[src/rtl/ps2_text_pkg.sv]
// Shared scan-code constants, ASCII bounds and encodings for the PS/2 text path.
package ps2_text_pkg;

    localparam int unsigned SC_W = 8;

    localparam logic [SC_W-1:0] SC_BKSP   = 8'h66;
    localparam logic [SC_W-1:0] SC_ENTER  = 8'h5A;
    localparam logic [SC_W-1:0] SC_ESC    = 8'h76;
    localparam logic [SC_W-1:0] SC_LSHIFT = 8'h12;
    localparam logic [SC_W-1:0] SC_RSHIFT = 8'h59;

    localparam logic [7:0] ASCII_MIN      = 8'h20;
    localparam logic [7:0] ASCII_MAX      = 8'h7E;
    localparam logic [7:0] ASCII_LC_MIN   = 8'h61;
    localparam logic [7:0] ASCII_LC_MAX   = 8'h7A;
    localparam logic [7:0] ASCII_CASE_OFS = 8'h20;

    typedef enum logic [1:0] {
        CLEAR = 2'd0,
        IDLE  = 2'd1,
        WRITE = 2'd2,
        DONE  = 2'd3
    } state_t;

    typedef enum logic [1:0] {
        CHR = 2'd0,
        BS  = 2'd1,
        NL  = 2'd2
    } op_t;

endpackage

[src/rtl/ps2_key_classify.sv]
// Combinational classification of a scan code / ASCII pair into an edit op.
module ps2_key_classify
    import ps2_text_pkg::*;
#(
    parameter int unsigned DATA_W = 8
) (
    input  logic [SC_W-1:0]   i_key_code,
    input  logic [DATA_W-1:0] i_key_ascii,
    output op_t               o_op,
    output logic              o_printable,
    output logic              o_is_esc,
    output logic              o_is_shift
);

    // Special keys take priority; only ordinary keys can be printable.
    always_comb begin
        o_op        = CHR;
        o_is_esc    = (i_key_code == SC_ESC);
        o_is_shift  = (i_key_code == SC_LSHIFT) || (i_key_code == SC_RSHIFT);
        o_printable = 1'b0;
        if (i_key_code == SC_BKSP) begin
            o_op = BS;
        end else if (i_key_code == SC_ENTER) begin
            o_op = NL;
        end else if (!o_is_esc && !o_is_shift) begin
            o_printable = (i_key_ascii >= DATA_W'(ASCII_MIN)) &&
                          (i_key_ascii <= DATA_W'(ASCII_MAX));
        end
    end

endmodule

[src/rtl/ps2_text_buffer_ctrl.sv]
// Keystroke-to-character-RAM controller: clear sweep, cursor, BS/Enter/Esc edits.
// Optional build macro PS2_TEXT_SHIFT_EN adds Shift upper-casing of a..z.
module ps2_text_buffer_ctrl
    import ps2_text_pkg::*;
#(
    parameter int unsigned       COLS      = 16,
    parameter int unsigned       ROWS      = 4,
    parameter int unsigned       DATA_W    = 8,
    parameter logic [DATA_W-1:0] FILL_CHAR = DATA_W'(8'h20),
    localparam int unsigned      ADDR_W    = $clog2(COLS * ROWS)
) (
    input  logic              clk,
    input  logic              reset,
    input  logic              key_valid,
    input  logic              key_make,
    input  logic [SC_W-1:0]   key_code,
    input  logic [DATA_W-1:0] key_ascii,
    output logic              we,
    output logic [ADDR_W-1:0] write_address,
    output logic [DATA_W-1:0] ram_in,
    output logic [ADDR_W-1:0] cursor,
    output logic              busy,
    output logic              drop_tick
);

    localparam int unsigned       CELLS     = COLS * ROWS;
    localparam logic [ADDR_W-1:0] LAST_CELL = ADDR_W'(CELLS - 1);
    localparam logic [ADDR_W-1:0] COL_MASK  = ADDR_W'(COLS - 1);

    state_t              r_state, w_state_nxt;
    op_t                 r_op, w_op_nxt;
    logic [ADDR_W-1:0]   r_idx, w_idx_nxt;
    logic [ADDR_W-1:0]   r_cursor, w_cursor_nxt;
    logic                r_we, w_we_nxt;
    logic [ADDR_W-1:0]   r_addr, w_addr_nxt;
    logic [DATA_W-1:0]   r_data, w_data_nxt;
    logic [DATA_W-1:0]   w_char;
    op_t                 w_op;
    logic                w_printable, w_is_esc, w_is_shift;

    ps2_key_classify #(.DATA_W(DATA_W)) u_classify (
        .i_key_code  (key_code),
        .i_key_ascii (key_ascii),
        .o_op        (w_op),
        .o_printable (w_printable),
        .o_is_esc    (w_is_esc),
        .o_is_shift  (w_is_shift)
    );

`ifdef PS2_TEXT_SHIFT_EN
    logic r_shift_held;

    // Track Shift in every state so a release while busy is not lost.
    always_ff @(posedge clk) begin
        if (!reset) begin
            r_shift_held <= 1'b0;
        end else if (key_valid && w_is_shift) begin
            r_shift_held <= key_make;
        end
    end

    // Upper-case a..z while Shift is held.
    always_comb begin
        w_char = key_ascii;
        if (r_shift_held && (key_ascii >= DATA_W'(ASCII_LC_MIN)) &&
            (key_ascii <= DATA_W'(ASCII_LC_MAX))) begin
            w_char = key_ascii - DATA_W'(ASCII_CASE_OFS);
        end
    end

    assign drop_tick = reset && key_valid && busy && !(w_is_shift && !key_make);
`else
    // Characters go to RAM exactly as mapped.
    always_comb begin
        w_char = key_ascii;
    end

    assign drop_tick = reset && key_valid && busy;
`endif

    assign busy          = (r_state != IDLE);
    assign we            = r_we;
    assign write_address = r_addr;
    assign ram_in        = r_data;
    assign cursor        = r_cursor;

    // Next state plus the RAM port values that belong to the next state.
    always_comb begin
        w_state_nxt  = r_state;
        w_op_nxt     = r_op;
        w_idx_nxt    = r_idx;
        w_cursor_nxt = r_cursor;
        w_we_nxt     = 1'b0;
        w_addr_nxt   = '0;
        w_data_nxt   = '0;
        case (r_state)
            CLEAR: begin
                if (!r_we) begin
                    // First sweep cycle after reset: start at cell 0.
                    w_idx_nxt  = '0;
                    w_we_nxt   = 1'b1;
                    w_data_nxt = FILL_CHAR;
                end else if (r_idx == LAST_CELL) begin
                    w_state_nxt = IDLE;
                end else begin
                    w_idx_nxt  = r_idx + ADDR_W'(1);
                    w_we_nxt   = 1'b1;
                    w_addr_nxt = r_idx + ADDR_W'(1);
                    w_data_nxt = FILL_CHAR;
                end
            end
            IDLE: begin
                if (key_valid && key_make) begin
                    if (w_is_esc) begin
                        w_state_nxt  = CLEAR;
                        w_idx_nxt    = '0;
                        w_cursor_nxt = '0;
                        w_we_nxt     = 1'b1;
                        w_data_nxt   = FILL_CHAR;
                    end else if (w_op == BS) begin
                        if (r_cursor != '0) begin
                            w_state_nxt = WRITE;
                            w_op_nxt    = BS;
                            w_we_nxt    = 1'b1;
                            w_addr_nxt  = r_cursor - ADDR_W'(1);
                            w_data_nxt  = FILL_CHAR;
                        end
                    end else if (w_op == NL) begin
                        w_state_nxt = DONE;
                        w_op_nxt    = NL;
                    end else if (w_is_shift) begin
                        w_state_nxt = IDLE;
                    end else if (w_printable) begin
                        w_state_nxt = WRITE;
                        w_op_nxt    = CHR;
                        w_we_nxt    = 1'b1;
                        w_addr_nxt  = r_cursor;
                        w_data_nxt  = w_char;
                    end
                end
            end
            WRITE: begin
                w_state_nxt = DONE;
            end
            DONE: begin
                w_state_nxt = IDLE;
                case (r_op)
                    CHR:     w_cursor_nxt = r_cursor + ADDR_W'(1);
                    BS:      w_cursor_nxt = r_cursor - ADDR_W'(1);
                    NL:      w_cursor_nxt = (r_cursor | COL_MASK) + ADDR_W'(1);
                    default: w_cursor_nxt = r_cursor;
                endcase
            end
            default: begin
                w_state_nxt = CLEAR;
            end
        endcase
    end

    // State, cursor and RAM port registers.
    always_ff @(posedge clk) begin
        if (!reset) begin
            r_state  <= CLEAR;
            r_op     <= CHR;
            r_idx    <= '0;
            r_cursor <= '0;
            r_we     <= 1'b0;
            r_addr   <= '0;
            r_data   <= '0;
        end else begin
            r_state  <= w_state_nxt;
            r_op     <= w_op_nxt;
            r_idx    <= w_idx_nxt;
            r_cursor <= w_cursor_nxt;
            r_we     <= w_we_nxt;
            r_addr   <= w_addr_nxt;
            r_data   <= w_data_nxt;
        end
    end

endmodule

[config.mk]
export PLATFORM = sky130hd
export DESIGN_NAME = ps2_text_buffer_ctrl
export DESIGN_NICKNAME = d
export VERILOG_FILES = /design/src/rtl/ps2_text_pkg.sv /design/src/rtl/ps2_key_classify.sv /design/src/rtl/ps2_text_buffer_ctrl.sv
export SDC_FILE = /design/constraint.sdc
export NUM_CORES = 1
export LEC_CHECK = 0
export BUFFER_PORTS_ARGS = -buffer_cell sky130_fd_sc_hd__buf_2
export CAP_MARGIN = 0
export CORE_ASPECT_RATIO = 1.5
export CORE_MARGIN = 8
export CORE_UTILIZATION = 54
export CTS_CLUSTER_SIZE = 30
export DETAILED_ROUTE_END_ITERATION = 8
export HOLD_SLACK_MARGIN = 0.15
export PLACE_DENSITY = 0.79
export SYNTH_ARGS = -nofsm -noshare
export SYNTH_HDL_FRONTEND = slang
export SYNTH_SLANG_ARGS = --single-unit
[constraint.sdc]
create_clock -name clk -period 2.5 [get_ports clk]
set_clock_uncertainty 0.1 [all_clocks]
set_input_delay 0.25 -clock clk [delete_from_list [all_inputs] [get_ports clk]]
set_output_delay 0.25 -clock clk [all_outputs]
set_load 0.02 [all_outputs]
# ---- Yosys cells after proc, flatten, opt, wreduce, memory -nomap -nowiden
# Cells that the tools add are included.
dict set report classes {
  addsub 4
  mul 0
  div_mod_pow 0
  n_lt_le_gt_ge 2
  eq_ne 24
  shifts 0
  mux 57
  bitwise_logic 1
  n_reduce_logical 18
}
# op n
set op_table {}
lappend op_table {{$mux W6} 16}
lappend op_table {{$mux W8} 6}
lappend op_table {{$pmux W6 S2} 3}
lappend op_table {{$eq A8 B7 Y1 const B} 4}
lappend op_table {{$mux W2} 16}
lappend op_table {{$add A6 B1 Y6 const B} 3}
lappend op_table {{$pmux W6 S3} 1}
lappend op_table {{$pmux W8 S2} 1}
lappend op_table {{$mux W1} 12}
lappend op_table {{$eq A2 B2 Y1 const B} 4}
lappend op_table {{$eq A8 B5 Y1 const B} 1}
lappend op_table {{$ge A8 B6 Y1 const B} 1}
lappend op_table {{$le A8 B7 Y1 const B} 1}
lappend op_table {{$pmux W2 S4} 1}
lappend op_table {{$reduce_and A4 Y1} 2}
lappend op_table {{$eq A2 B1 Y1 const B} 3}
lappend op_table {{$eq A6 B6 Y1 const B} 1}
lappend op_table {{$ne A2 B1 Y1 const B} 3}
lappend op_table {{$ne A2 B2 Y1 const B} 3}
lappend op_table {{$ne A3 B3 Y1 const B} 2}
lappend op_table {{$ne A6 B3 Y1 const B} 1}
lappend op_table {{$reduce_and A6 Y1} 1}
lappend op_table {{$reduce_bool A6 Y1} 1}
lappend op_table {{$sub A6 B1 Y6 const B} 1}
lappend op_table {{11 further kinds} 18}
dict set report word_totals {
  reg_bits 31
  latchBits 0
  ram_bits 0
  mem_bits_ro 0
  in_bits 20
  out_inout_bits 23
  word_cells 113
  memories 0
}

# ---- Depth between registers and ports, before layout
# Gate-level depths: netlist of run 1.
dict set report logic_depth {
  depth_word 14
  depth_mapped 9
  ltp_nobuf 7
}

# ---- By module
# Synthesis of run 1 repeated with hierarchy kept, for this count alone.
dict set report unflattened {
  cells_unflattened 246
  area_unflattened_um2 2030.7
}
# module n_inst cells_per_inst area_each_um2 seq_area_each_um2
set modules_own_cells {}
lappend modules_own_cells {ps2_text_buffer_ctrl 1 227 1888.1 620.6}
lappend modules_own_cells {ps2_key_classify 1 19 142.6 0.0}

# ---- Worst setup path after synthesis of run 1
# No wires, ideal clock.
dict set report synth_path {
  path_type {reg2reg}
  from {register r_state[1]}
  to {register r_cursor[4], in the netlist cursor[4]}
  setup_time_ns 0.070
  arrival_time_ns 2.027
  required_ns 2.330
  setup_slack_ns 0.303
  path_stages_with_launch 10
  n_path_buf 2
  period_less_slack_ns 2.197
  path_cell_list {dfxtp_1 -> inv_1 -> ha_1 -> clkbuf_1 -> inv_1 -> a41oi_2 -> a211o_1 -> buf_6 -> or4_1 -> a21oi_1}
}
dict set report synth_via {
  elab_chain_len 3
  elab_cells_between_ends 8
  classes_between {eq/ne: 5; mux: 1; reduce/logical: 2}
}
# item line_no
set synth_lines {}
lappend synth_lines {{start: declaration} ps2_text_buffer_ctrl.sv:30} ;# state_t r_state, w_state_nxt;
lappend synth_lines {{start signal: assignment} ps2_text_buffer_ctrl.sv:171} ;# r_state <= w_state_nxt;
lappend synth_lines {{$eq A2 B2 Y1 or $eq A2 B1 Y1 (tied branches)} ps2_text_buffer_ctrl.sv:96} ;# case (r_state)
lappend synth_lines {{$ne A4 B4 Y1 (no line), or another cell as far along} -}
lappend synth_lines {{$reduce_and A4 Y1 (no line)} -}
lappend synth_lines {{end signal: assignment} ps2_text_buffer_ctrl.sv:174} ;# r_cursor <= w_cursor_nxt;
lappend synth_lines {{end: declaration} ps2_text_buffer_ctrl.sv:33} ;# logic [ADDR_W-1:0] r_cursor, w_cursor_nxt;
# Parallel ways exist; a longest one is shown, timed or not.
# A chain may end at the register's enable or synchronous reset.

# ---- Final worst setup path of run 1
# Ends and elaborated chain as after synthesis.

==> metrics, run 1 <==
status completed; Routed WL 5130 um; RSZ-0062 raised after global routing false; Mapped Area 1960 sq um; worst hold path type in -> reg; Reg-to-Reg End cursor[4]; Slew Limit Fails 0; final cycle utilization of the critical path 87.5%; vias in the first global route 1956; first-pass GRT wire length 8490 um; DR vias/cell 5.91; min Tclk post-route 2.19 ns; Final setup viols 0; total gr overflow 0; nets@finish 326; Synth Area in Compound Gates 23.8%; CP Class reg -> reg; area of the multi-input gates 1240 sq um; Reg2Reg Depth 7; top_reg_cell synth dfxtp_1; EDFF count, synth 0; Max-slew headroom 64.7%; fillcell total 353; area grow syn2layout 21.9%; multiplexer share of the synthesized area 2.61%; Yosys reg bits 31; Worst setup SP type register; CP Max Fanout 9; number of CTS-inserted buffers 5; reg2reg setup slack 0.31 ns; maximum clock frequency 457 MHz; DRT antenna net count 0; iteration-0 DRC count of the detailed router 53; Final Core Density 66.8%; Setup Buffers After CTS 0; Max-cap violations 0; number of H-tree levels 2; Seq/Total Area, Yosys 31.6%; clk sink count 31; reg2reg start r_state[1]; Vias 1992; Post-Synth Simple-Gate Area 27.8%; Initial Util 54.8%; share of layout cells above drive strength 1 24.1%; n_diodes 0; Worst VDD drop 0.381 mV; post_cts resized 0; worst-skew pair later-pin latency 0.28 ns; register area 621 sq um; IO buf count 42; syn avg cell area 8.18 sq um; Max clock buf depth 2; Critical Path RT 2.61 ns; number of synthesis warnings 0; commonest cells after routing, fill and taps aside buf_2 (42), dfxtp_1 (31), nand2_1 (21), inv_1 (17), nor2_1 (15); power density over cell area 409 nW/um^2; Tot GR Track Use 17.6%; Final Wtd Congestion 0.929; drt first pass iters 4; CP startpoint r_state[1]; Die W 65.2 um; gate count of the mapped netlist 240; hold_buf cts 6; die extent in y 89.8 um; Worst-path clk slew 0.06 ns; Worst Setup End Kind register; CP Capture Point cursor[4]; Synth Area in Adders 7.65%; row count 27; Die ar. 5860 sq um; largest net degree at the start of global routing 15; DR WL/cell 15.2 um; # IOs 43; Core Box Area 3580 sq um; CTS root buf clkbuf_8; Post-synth ARST share 0%; Final Hold Fails 0; post-synthesis cell type count 56; Post-Route Setup TNS 0 ns; combinational family with the most area after synthesis simple AND/OR/NAND/NOR gates; most common cell after layout, fill and taps aside buf_2; leakage 1.04 nW; Worst EP arrival 2.29 ns; xor/xnor share of the synthesized area 0.892%; DRC errors left 0; Worst Max-Slew Pin Slew 0.525 ns; Synth Net Count 272; CTS tree yes; HPWL Detailed 4000 um; initial antenna violation count 0
-- flip-flops by register name, indices dropped and copies added, names as in the netlist --
signal         flops
r_idx              6
ram_in             8
r_op               2
write_address      6
cursor             6
r_state            2
we                 1
-- metrics by stage --
stage / cell area, sq um / setup slack, ns / std cells / hold slack, ns / power [mW]
floorplan: 1960 / 0.303 / 240 / 0.272 / 0.555
global placement: 2240 / 0.377 / 324 / 0.367 / 0.590
detailed placement: 2240 / 0.348 / 324 / 0.370 / 0.592
CTS: 2390 / 0.318 / 337 / 0.229 / 0.986
global route: 2390 / 0.167 / 337 / 0.260 / 1.02
finish: 2390 / 0.314 / 337 / 0.235 / 0.978
-- synth_stat cells, types with 6 or more instances --
master | number | area share, %
o21ai_0 | 12 | 3.1
nor2_1 | 15 | 2.9
and2_1 | 9 | 2.9
nand3_1 | 8 | 2.0
ha_1 | 12 | 7.6
nand2_1 | 21 | 4.0
dfxtp_1 | 31 | 32
a21oi_1 | 12 | 3.1
or3_1 | 7 | 2.2
inv_1 | 17 | 3.3
and3_1 | 6 | 1.9
o22ai_1 | 6 | 1.9
clkbuf_1 | 7 | 1.3
-- critical path: stages, from the launching register on --
cell     delay (ns)
dfxtp_1        0.38
inv_1          0.08
ha_1           0.28
inv_1          0.20
a41oi_2        0.08
a211o_1        0.33
or4_1          0.53
a21oi_1        0.14
-- layer usage --
metal	GRT usage (%)	up-vias	part of all wire [%]
li1	-	993	-
met2	31.9	73	52
met4	9.32	0	2.9
met5	0	-	0
met1	17.3	911	39
met3	4.47	15	5.9
-- final cells by class --
class | instances | area share (%)
clock buffer | 6 | 3.45
timing repair buffer | 56 | 13.8
multi-input combinational | 183 | 51.7
inverter | 17 | 2.67
tap | 43 | 2.25
sequential | 31 | 25.9
clock inverter | 1 | 0.209
-- power by group --
part	switching (mW)	internal [mW]	total (mW)
logic	0.0481	0.0380	0.0861
clock network	0.174	0.215	0.389
registers	0.00365	0.500	0.503
total	0.225	0.753	0.978
-- how the worst min path moves through the flow --
stage,startpoint,depth (start not counted),end
2_1_floorplan,key_ascii[0],1,ram_in[0]
6_report,key_code[3],3,r_op[1]
5_1_grt,key_code[3],3,r_op[1]
3_5_place_dp,key_ascii[4],2,ram_in[4]
3_3_place_gp,key_ascii[3],2,ram_in[3]
4_1_cts,key_code[3],3,r_op[1]
-- cell families (layout without fill, tap and decap cells) --
kind of cell,count (synthesis),after routing
other,1,1
adders and majority gates,12,12
AOI/OAI and AO/OA,66,66
DFF,31,31
muxes,5,5
buffers and inverters,26,80
and+or+nand+nor,97,97
xor gates and xnor gates,2,2
(Power assumes the default switching activity.)
==> run 2: changes to the inputs <==
- CORE_UTILIZATION: 54 -> 55
- CTS_BUF_LIST: not set -> sky130_fd_sc_hd__clkbuf_8
- CTS_CLUSTER_SIZE: 30 -> 12
- PLACE_DENSITY: 0.79 -> 0.81
==> run 2 against run 1 <==
  * Worst setup slack got worse by 0.098 ns
  * Non-clock buffer count fell by 2
  * Register-to-register slack got worse by 0.03 ns
  * Via count fell by 0.35%
  * Critical path depth did not move
  * Final cell count fell by 0.89%
  * Clock power rose by 1%
  * Utilization rose by 2.8 points
  * Total power rose by 0.23%
  * Cell area fell by 0.68%
  * Flip-flop and latch count did not move
  * Wire length rose by 0.49%
  * Critical path type is now in -> reg
==> metrics, run 2 (synthesis results as in run 1) <==
row count 26; iteration-0 DRC count of the detailed router 91; Clk pwr share 40.1%; share of layout cells above drive strength 1 23.6%; area grow syn2layout 21.0%; final cycle utilization of the critical path 91.4%; max reg flops 8; DRT antenna net count 0; Critical Path, Cell by Cell dlygate4sd3_1, buf_2, nand4_1, o221ai_1, a2111oi_2, o21bai_1, a211o_1; Pint 0.752 mW; Final Hold Fails 0; most common cell after layout, fill and taps aside buf_2; Final Core Density 69.6%; # IOs 43; Vias 1985; initial antenna violation count 0; min Tclk post-route 2.28 ns; Max-cap violations 0; DRC errors left 0; Comb power frac 8.6%; maximum clock frequency 438 MHz; Max-slew headroom 59.0%; Die ar. 5780 sq um; met2 Use GR 33.2%; worst-skew pair later-pin latency 0.28 ns; Die W 64.8 um; worst hold path type in -> reg; CP Class in -> reg; die extent in y 89.2 um; Slew Limit Fails 0; worst path bufs/invs 2; Critical Path RT 2.62 ns; DR vias/cell 5.94; Max clock buf depth 2; CTS tree yes; CP top delay family compound AO/OA/AOI/OAI gates; placed insts 321; grt peak-use layer met2; DR WL/cell 15.4 um; Final Instance Area 2380 sq um; GR Util met1 18.8%; Worst Setup End Kind register; status completed; Routed WL 5150 um; total gr overflow 0; GR Util met3 6.52%; Worst Max-Slew Pin Slew 0.614 ns; first-pass GRT wire length 8760 um; Worst-path clk slew 0.06 ns; vias in the first global route 1957; Tot GR Track Use 18.8%; Worst setup SP type input pin; Initial Util 57.5%; Switching Share 23.3%; CP Max Fanout 6; CP max stage cell a2111oi_2; leakage 1.03 nW; final non-filler cell total 334; largest net degree at the start of global routing 15; Area after DPL 2230 sq um; critical path's largest stage delay 0.69 ns; Design Power 0.981 mW; Worst EP arrival 2.40 ns; power density over cell area 413 nW/um^2; drt first pass iters 5; Setup Buffers After CTS 0; Post-Route Setup TNS 0 ns; n_diodes 0; sequential group share of total power 51.3%; Worst VDD drop 0.348 mV; RSZ-0062 raised after global routing false; number of CTS-inserted buffers 5; Final Wtd Congestion 0.925; number of H-tree levels 2; clk sink count 31; Final setup viols 0; HPWL Detailed 3890 um; IO buf count 42; post_cts resized 0; Core Box Area 3420 sq um; nets@finish 324; commonest cells after routing, fill and taps aside buf_2 (42), dfxtp_1 (31), nand2_1 (21), inv_1 (17), nor2_1 (15); CTS root buf clkbuf_8; Net Sw Power 0.229 mW
==> run 2: power groups by stage <==
| stage | Clock, mW | Combinational, mW | Sequential (mW) |
|---|---|---|---|
| after detailed placement | 0 | 0.0756 | 0.514 |
| after global placement | 0 | 0.0747 | 0.514 |
| after global routing | 0.424 | 0.0918 | 0.504 |
| final | 0.393 | 0.0844 | 0.503 |
| after CTS | 0.404 | 0.0830 | 0.503 |
| after floorplan | 0 | 0.0357 | 0.519 |
==> run 2: what timing repair did <==
action | CTS | global route
endpoints found under the hold margin | 6 | 0
hold buffers | 6 | 0
endpoints found under the setup margin | 0 | 0
==> run 2: path summary, 6_finish.rpt <==
check	from	to	slack [ns]	depth (start not counted)
worst max register to register	r_state[1]	cursor[2]	0.28	8
worst min register to register	r_idx[2]	r_idx[2]	0.41	2
worst max-delay path	key_ascii[3]	write_address[5]	0.22	7
worst min-delay path	key_code[3]	r_op[1]	0.22	3
==> run 2: worst reg2reg max path, delay by kind of cell, from the launching register on <==
kind                       cells  cell delay (ns)
AOI/OAI and AO/OA              4             0.87
buffers and inverters          3             0.48
DFF                            1             0.34
adders and majority gates      1             0.32
==> run 2: metal layers <==
metal | share of wire [%] | vias up
met1 | 39 | 913
li1 | - | 988
met5 | 0 | -
met3 | 7.8 | 15
met4 | 3.0 | 0
met2 | 50 | 69
==> run 2: area by class of cell <==
| cell class | count | area (sq um) |
|---|---|---|
| flip-flops and latches | 31 | 621 |
| multi-input cells | 183 | 1240 |
| well taps | 42 | 52.6 |
| clock buffers | 6 | 82.6 |
| clock inverters | 1 | 5.00 |
| inverters | 17 | 63.8 |
| fillers | 296 | 1040 |
| repair buffers | 54 | 315 |
==> run 2: stage by stage <==
stage | hold slack (ns) | setup slack, ns
floorplan | 0.272 | 0.303
global placement | 0.369 | 0.359
detailed placement | 0.369 | 0.323
CTS | 0.207 | 0.256
global route | 0.230 | 0.00571
finish | 0.219 | 0.216
